`config.mk`:
```
export PLATFORM = sky130hd
export DESIGN_NAME = seven_seg_scan_flat
export DESIGN_NICKNAME = d
export VERILOG_FILES = /design/src/rtl/seven_seg_scan_if.sv /design/src/rtl/seven_seg_scan.sv /design/src/flat_wrapper.sv
export SDC_FILE = /design/constraint.sdc
export NUM_CORES = 1
export LEC_CHECK = 0
export ABC_AREA = 0
export BUFFER_PORTS_ARGS = -buffer_cell sky130_fd_sc_hd__buf_2
export CORE_ASPECT_RATIO = 1.75
export CORE_MARGIN = 2
export CORE_UTILIZATION = 35
export CTS_CLUSTER_SIZE = 10
export DETAILED_ROUTE_END_ITERATION = 10
export GPL_ROUTABILITY_DRIVEN = 0
export PLACE_DENSITY = 0.54
export SETUP_SLACK_MARGIN = 0.4
export SYNTH_ARGS = -nofsm -noshare
export SYNTH_HDL_FRONTEND = slang
export SYNTH_SLANG_ARGS = --single-unit
```
`constraint.sdc`:
```
create_clock -name clk -period 5.94 [get_ports clk]
set_input_delay 0 -clock clk [delete_from_list [all_inputs] [get_ports clk]]
set_output_delay 0 -clock clk [all_outputs]
set_load 0.05 [all_outputs]
```
`src/rtl/seven_seg_scan_if.sv`:
```
// Display-side bundle for the 4-digit scanner: BCD digits and mode controls in,
// multiplexed anode/segment/decimal-point drive and frame pulse out.
interface seven_seg_scan_if;
   logic [3:0] disp_Tenths_Seconds;
   logic [3:0] disp_Ones_Seconds;
   logic [3:0] disp_Tens_Seconds;
   logic [3:0] disp_Minutes;
   logic       blank;
   logic       blink;
   logic [3:0] an;
   logic [6:0] seg;
   logic       dp;
   logic       frame_tick;

   modport master (
      output disp_Tenths_Seconds, disp_Ones_Seconds, disp_Tens_Seconds, disp_Minutes,
      output blank, blink,
      input  an, seg, dp, frame_tick
   );

   modport slave (
      input  disp_Tenths_Seconds, disp_Ones_Seconds, disp_Tens_Seconds, disp_Minutes,
      input  blank, blink,
      output an, seg, dp, frame_tick
   );
endinterface

```
`src/rtl/seven_seg_scan.sv`:
```
// Time-multiplexed 4-digit 7-segment driver with per-frame snapshots,
// leading-zero blanking, decimal points, blink and blank modes.
module seven_seg_scan #(
   parameter int SCAN_DIV   = 2500,
   parameter int BLINK_DIV  = 50,
   parameter bit BLANK_LZ   = 1'b1,
   parameter bit ACTIVE_LOW = 1'b1
) (
   input  logic              clk,
   input  logic              reset,
   seven_seg_scan_if.slave   bus
);

   localparam int SCAN_W  = (SCAN_DIV > 1) ? $clog2(SCAN_DIV) : 1;
   localparam int BLINK_W = (BLINK_DIV > 1) ? $clog2(BLINK_DIV) : 1;

   typedef enum logic {PHASE_ON, PHASE_OFF} phase_t;

   logic [SCAN_W-1:0]  scan_cnt;
   logic [1:0]         digit;
   logic [BLINK_W-1:0] blink_cnt;
   phase_t             phase;
   logic [3:0]         snap_tenths;
   logic [3:0]         snap_ones;
   logic [3:0]         snap_tens;
   logic [3:0]         snap_min;

   logic               scan_tick;
   logic               frame_edge;
   logic [3:0]         cur_bcd;
   logic               dark;
   logic [6:0]         seg_code;
   logic [3:0]         an_h;
   logic [6:0]         seg_h;
   logic               dp_h;

   assign scan_tick  = (scan_cnt == SCAN_W'(SCAN_DIV - 1));
   assign frame_edge = scan_tick && (digit == 2'd3);

   // Next output pattern in active-high form, built from the current digit and snapshot
   always_comb begin
      cur_bcd  = 4'd0;
      seg_code = 7'h40;
      an_h     = 4'b0000;
      seg_h    = 7'h00;
      dp_h     = 1'b0;
      case (digit)
         2'd0:    cur_bcd = snap_tenths;
         2'd1:    cur_bcd = snap_ones;
         2'd2:    cur_bcd = snap_tens;
         default: cur_bcd = snap_min;
      endcase
      dark = BLANK_LZ &&
             (((digit == 2'd3) && (snap_min == 4'd0)) ||
              ((digit == 2'd2) && (snap_min == 4'd0) && (snap_tens == 4'd0)));
      case (cur_bcd)
         4'd0:    seg_code = 7'h3F;
         4'd1:    seg_code = 7'h06;
         4'd2:    seg_code = 7'h5B;
         4'd3:    seg_code = 7'h4F;
         4'd4:    seg_code = 7'h66;
         4'd5:    seg_code = 7'h6D;
         4'd6:    seg_code = 7'h7D;
         4'd7:    seg_code = 7'h07;
         4'd8:    seg_code = 7'h7F;
         4'd9:    seg_code = 7'h6F;
         default: seg_code = 7'h40;
      endcase
      // Decimal points sit after the seconds-ones and minutes digits (odd indices)
      if (!bus.blank && !dark) begin
         seg_h = seg_code;
         dp_h  = digit[0];
         if (phase == PHASE_ON) an_h = 4'b0001 << digit;
      end
   end

   // Scan counter, frame snapshot, blink phase and registered output drive
   always_ff @(posedge clk) begin
      if (!reset) begin
         scan_cnt       <= '0;
         digit          <= 2'd0;
         blink_cnt      <= '0;
         phase          <= PHASE_ON;
         snap_tenths    <= 4'd0;
         snap_ones      <= 4'd0;
         snap_tens      <= 4'd0;
         snap_min       <= 4'd0;
         bus.frame_tick <= 1'b0;
         bus.an         <= ACTIVE_LOW ? 4'hF : 4'h0;
         bus.seg        <= ACTIVE_LOW ? 7'h7F : 7'h00;
         bus.dp         <= ACTIVE_LOW ? 1'b1 : 1'b0;
      end else begin
         scan_cnt       <= scan_tick ? '0 : scan_cnt + 1'b1;
         bus.frame_tick <= frame_edge;
         if (scan_tick) digit <= digit + 2'd1;
         if (frame_edge) begin
            snap_tenths <= bus.disp_Tenths_Seconds;
            snap_ones   <= bus.disp_Ones_Seconds;
            snap_tens   <= bus.disp_Tens_Seconds;
            snap_min    <= bus.disp_Minutes;
         end
         if (!bus.blink) begin
            blink_cnt <= '0;
            phase     <= PHASE_ON;
         end else if (frame_edge) begin
            if (blink_cnt == BLINK_W'(BLINK_DIV - 1)) begin
               blink_cnt <= '0;
               phase     <= (phase == PHASE_ON) ? PHASE_OFF : PHASE_ON;
            end else begin
               blink_cnt <= blink_cnt + 1'b1;
            end
         end
         bus.an  <= ACTIVE_LOW ? ~an_h  : an_h;
         bus.seg <= ACTIVE_LOW ? ~seg_h : seg_h;
         bus.dp  <= ACTIVE_LOW ? ~dp_h  : dp_h;
      end
   end

endmodule

```
`src/flat_wrapper.sv`:
```
// flat-port wrapper written by rule: the top's interface ports become plain ports
module seven_seg_scan_flat 
#(
   parameter int SCAN_DIV   = 2500,
   parameter int BLINK_DIV  = 50,
   parameter bit BLANK_LZ   = 1'b1,
   parameter bit ACTIVE_LOW = 1'b1
)
  (clk, reset, bus_disp_Tenths_Seconds, bus_disp_Ones_Seconds, bus_disp_Tens_Seconds, bus_disp_Minutes, bus_blank, bus_blink, bus_an, bus_seg, bus_dp, bus_frame_tick);
  seven_seg_scan_if bus_i ();
  input  logic clk;
  input  logic reset;
  input wire logic [$bits(bus_i.disp_Tenths_Seconds)-1:0] bus_disp_Tenths_Seconds;
  input wire logic [$bits(bus_i.disp_Ones_Seconds)-1:0] bus_disp_Ones_Seconds;
  input wire logic [$bits(bus_i.disp_Tens_Seconds)-1:0] bus_disp_Tens_Seconds;
  input wire logic [$bits(bus_i.disp_Minutes)-1:0] bus_disp_Minutes;
  input wire logic [$bits(bus_i.blank)-1:0] bus_blank;
  input wire logic [$bits(bus_i.blink)-1:0] bus_blink;
  output wire logic [$bits(bus_i.an)-1:0] bus_an;
  output wire logic [$bits(bus_i.seg)-1:0] bus_seg;
  output wire logic [$bits(bus_i.dp)-1:0] bus_dp;
  output wire logic [$bits(bus_i.frame_tick)-1:0] bus_frame_tick;
  assign bus_i.disp_Tenths_Seconds = bus_disp_Tenths_Seconds;
  assign bus_i.disp_Ones_Seconds = bus_disp_Ones_Seconds;
  assign bus_i.disp_Tens_Seconds = bus_disp_Tens_Seconds;
  assign bus_i.disp_Minutes = bus_disp_Minutes;
  assign bus_i.blank = bus_blank;
  assign bus_i.blink = bus_blink;
  assign bus_an = bus_i.an;
  assign bus_seg = bus_i.seg;
  assign bus_dp = bus_i.dp;
  assign bus_frame_tick = bus_i.frame_tick;
  seven_seg_scan #(.SCAN_DIV(SCAN_DIV), .BLINK_DIV(BLINK_DIV), .BLANK_LZ(BLANK_LZ), .ACTIVE_LOW(ACTIVE_LOW)) u_core (.clk(clk), .reset(reset), .bus(bus_i));
endmodule
```
==> impl_results.md <==
- Status: finished clean
- First-pass GRT wire length: 8.06 mm
- Synth top area share: 44.5%
- CP Class: flop to flop
- Vias: 1,789
- Hold Crit Class: primary input to flop
- Crit-path max FO: 6
- Reg-to-reg endpoint: u_core.bus.seg[4]
- Register area: 1000 µm²
- Setup Skew: 5.12 ps
- Fill count: 649
- Boundary Pins: 33
- PortBufs: 32
- Slew @ Worst Pin: 607 ps
- RSZ-0062 raised after global routing: false
- Via density per instance: 4.89
- Seq/Total Area, Yosys: 44.5%
- Setup tns final: 0 ps
- Tcrit/Tclk final: 40.3%
- Worst-Skew Late Latency: 310 ps
- Site Rows: 38
- Synth cell types: 45
- Fin. Hold Viols: 0
- Critical path arrival: 2570 ps
- Drt wl/cell: 13.4 µm
- Share of layout cells above drive strength 1: 17.1%
- FF-to-FF Start: u_core.digit[0]
- Post-synth top cells: 50 x dfxtp_1, 36 x nor2_1, 20 x mux2i_1
- Static leakage: 1.16 nW
- Gate power share: 6.7%
- Die height: 110 µm
- Area grow syn2layout: 22.2%
- Crit end category: flop
- R2r worst-path depth: 9
- P_int: 0.451 mW
- H-Tree Depth: 2
- Startpoint Class: flop
- Final wirelength: 4.90 mm
- CTS tree: built
- DR pass1 iterations: 6
- Final core occ: 44.2%
- Antenna Nets Post-Route: 0
- Clk sinks: 50
- Setup Viol. Count Final: 0
- Clock power frac: 35.1%
- Reg-to-reg slack, setup: 3550 ps
- Slowest CP cell: dfxtp_1
- Root buffer cell: clkbuf_8
- EDFF count, synth: 0
- Mapped Area: 2250 µm²
- Delay-heaviest family, CP: compound AO/OA/AOI/OAI gates
- Main synth FF type: dfxtp_1
- CP Depth: 9
- Resize count post-CTS: 0
- Clock transition at the registers of the reported paths: 90 ps
- Synthesized area per cell: 9.66 µm²
- P_sw: 0.136 mW
- Max Slew Vio Count: 0
- Fmax achieved: 0.418 GHz
- CP required: 6120 ps
- Multi-input logic area: 1160 µm²
- Largest cells by area after synthesis: dfxtp_1 44%, mux2i_1 8.9%, ha_1 6.7%
- Die W: 64.6 µm
- DP Worst Slack: 3560 ps
- Mapped Cells: 233
- Slew headroom: 59.6%
- Count leader, synth: dfxtp_1
- Maximum capacitance violations: 0
- Residual DRC: 0
- Ys async rst share: 0%
- Die footprint: 7110 µm²
- Largest net degree at the start of global routing: 24
- Layout Nets: 317
- Fin crit period: 2390 ps
- Syn_nets: 265
- Core area: 6230 µm²
- Hold buffer count at CTS: 17
- Post-synth top area cell: dfxtp_1
- Crit-path cells: inv_1 > ha_1 > a222oi_1 > mux2i_1 > inv_1 > ha_1 > a21oi_1 > a221oi_1 > o21ai_0
- Worst vdd ir: 0.139 mV
- Yosys reg bits: 50
- Max clock buf depth: 2
- Worst setup margin: 3550 ps
- # diodes: 0
- CP Launch Point: u_core.digit[0]
- Switching Fraction: 23.2%
- Flop pwr share: 58.2%
- Setup bufs post-CTS: 0
- Initial Util: 36.1%
- Initial antenna violation count: 0
- Num CTS Buffers: 5
- Number of global-route vias before repair: 1,696
- Crit path to: u_core.bus.seg[4]
- Cell Pwr Density: 213 nW/µm²
- Total GRT Usage: 15.1%
- Starting DRT DRC Count: 92
- CP max stage delay: 400 ps
- DPL Wire Length: 3.59 mm
- Worst Path Buf+Inv: 2
- Ys Warns: 0
- Grt ovf: 0
==> layout by cell type, fill, tap and decap left out, types with 9 or more instances in the layout <==
cell type      synthesis  routed
a21oi_1                9       9
buf_2                  3      32
dfxtp_1               50      50
dlygate4sd3_1          0      17
ha_1                  12      12
inv_1                 13      13
mux2i_1               20      20
nand2_1                9       9
nor2_1                36      36
o21ai_0                9       9
xnor2_1                9       9
==> logic make-up after synthesis <==
family | count (synthesis) | synth area share, %
and+or+nand+nor | 84 | 19.6
DFF | 50 | 44.5
AOI/OAI and AO/OA | 31 | 9.67
muxes | 23 | 10.7
buffers and inverters | 20 | 3.83
xor gates and xnor gates | 13 | 5.06
adders and majority gates | 12 | 6.67
==> power groups by stage <==
stage               registers, mW  clock network, mW  logic (mW)
finish                      0.341              0.206      0.0391
global route                0.342              0.226      0.0424
CTS                         0.341              0.216      0.0394
detailed placement          0.349                  0      0.0309
global placement            0.349                  0      0.0308
floorplan                   0.358                  0      0.0103
==> registers in the layout (all words and copies together) (netlist names), 2 cells and up <==
register            flops
u_core.digit            2
u_core.snap_min         4
u_core.bus.seg          7
u_core.bus.an           4
u_core.snap_ones        4
u_core.blink_cnt        6
u_core.snap_tenths      4
u_core.scan_cnt        12
u_core.snap_tens        4
==> worst min path at each step <==
| stage | from | end | cells after the start |
|---|---|---|---|
| detailed placement | bus_disp_Minutes[1] | u_core.snap_min[1] | 3 |
| global placement | bus_disp_Ones_Seconds[3] | u_core.snap_ones[3] | 3 |
| finish | reset | u_core.scan_cnt[1] | 2 |
| global route | reset | u_core.scan_cnt[1] | 2 |
| floorplan | reset | u_core.scan_cnt[7] | 2 |
| CTS | reset | u_core.scan_cnt[1] | 2 |
==> worst register-to-register path: stages, from the launching register on <==
cell      delay (ps)
dfxtp_1          400
inv_1            110
ha_1             280
a222oi_1         390
mux2i_1          260
inv_1            200
ha_1             200
a21oi_1           50
a221oi_1         240
o21ai_0          130
==> per-layer routing <==
| layer | wire length [µm] | vias up | GRT usage [%] |
|---|---|---|---|
| met5 | 0 | - | 0 |
| met1 | 1950 | 831 | 15.9 |
| met2 | 2660 | 30 | 27.5 |
| li1 | - | 920 | - |
| met3 | 153 | 8 | 2.94 |
| met4 | 137 | 0 | 9.27 |
==> through the flow <==
stage / hold WS (ps) / cells / cell area, µm² / power, mW
finish: 26.1 / 366 / 2750 / 0.587
floorplan: 136 / 233 / 2250 / 0.369
global route: 28.7 / 366 / 2750 / 0.610
CTS: 11.5 / 366 / 2750 / 0.597
detailed placement: 238 / 341 / 2490 / 0.380
global placement: 230 / 341 / 2490 / 0.380
==> final cells by class <==
| cell class | instances | area share (%) |
|---|---|---|
| repair buffers | 50 | 12.3 |
| clock buffers | 7 | 3.14 |
| multi-input cells | 163 | 42.3 |
| clock inverters | 1 | 0.182 |
| inverters | 15 | 2.05 |
| flip-flops and latches | 50 | 36.4 |
| well taps | 80 | 3.64 |
No activity file was read; power rests on OpenSTA's default activity.
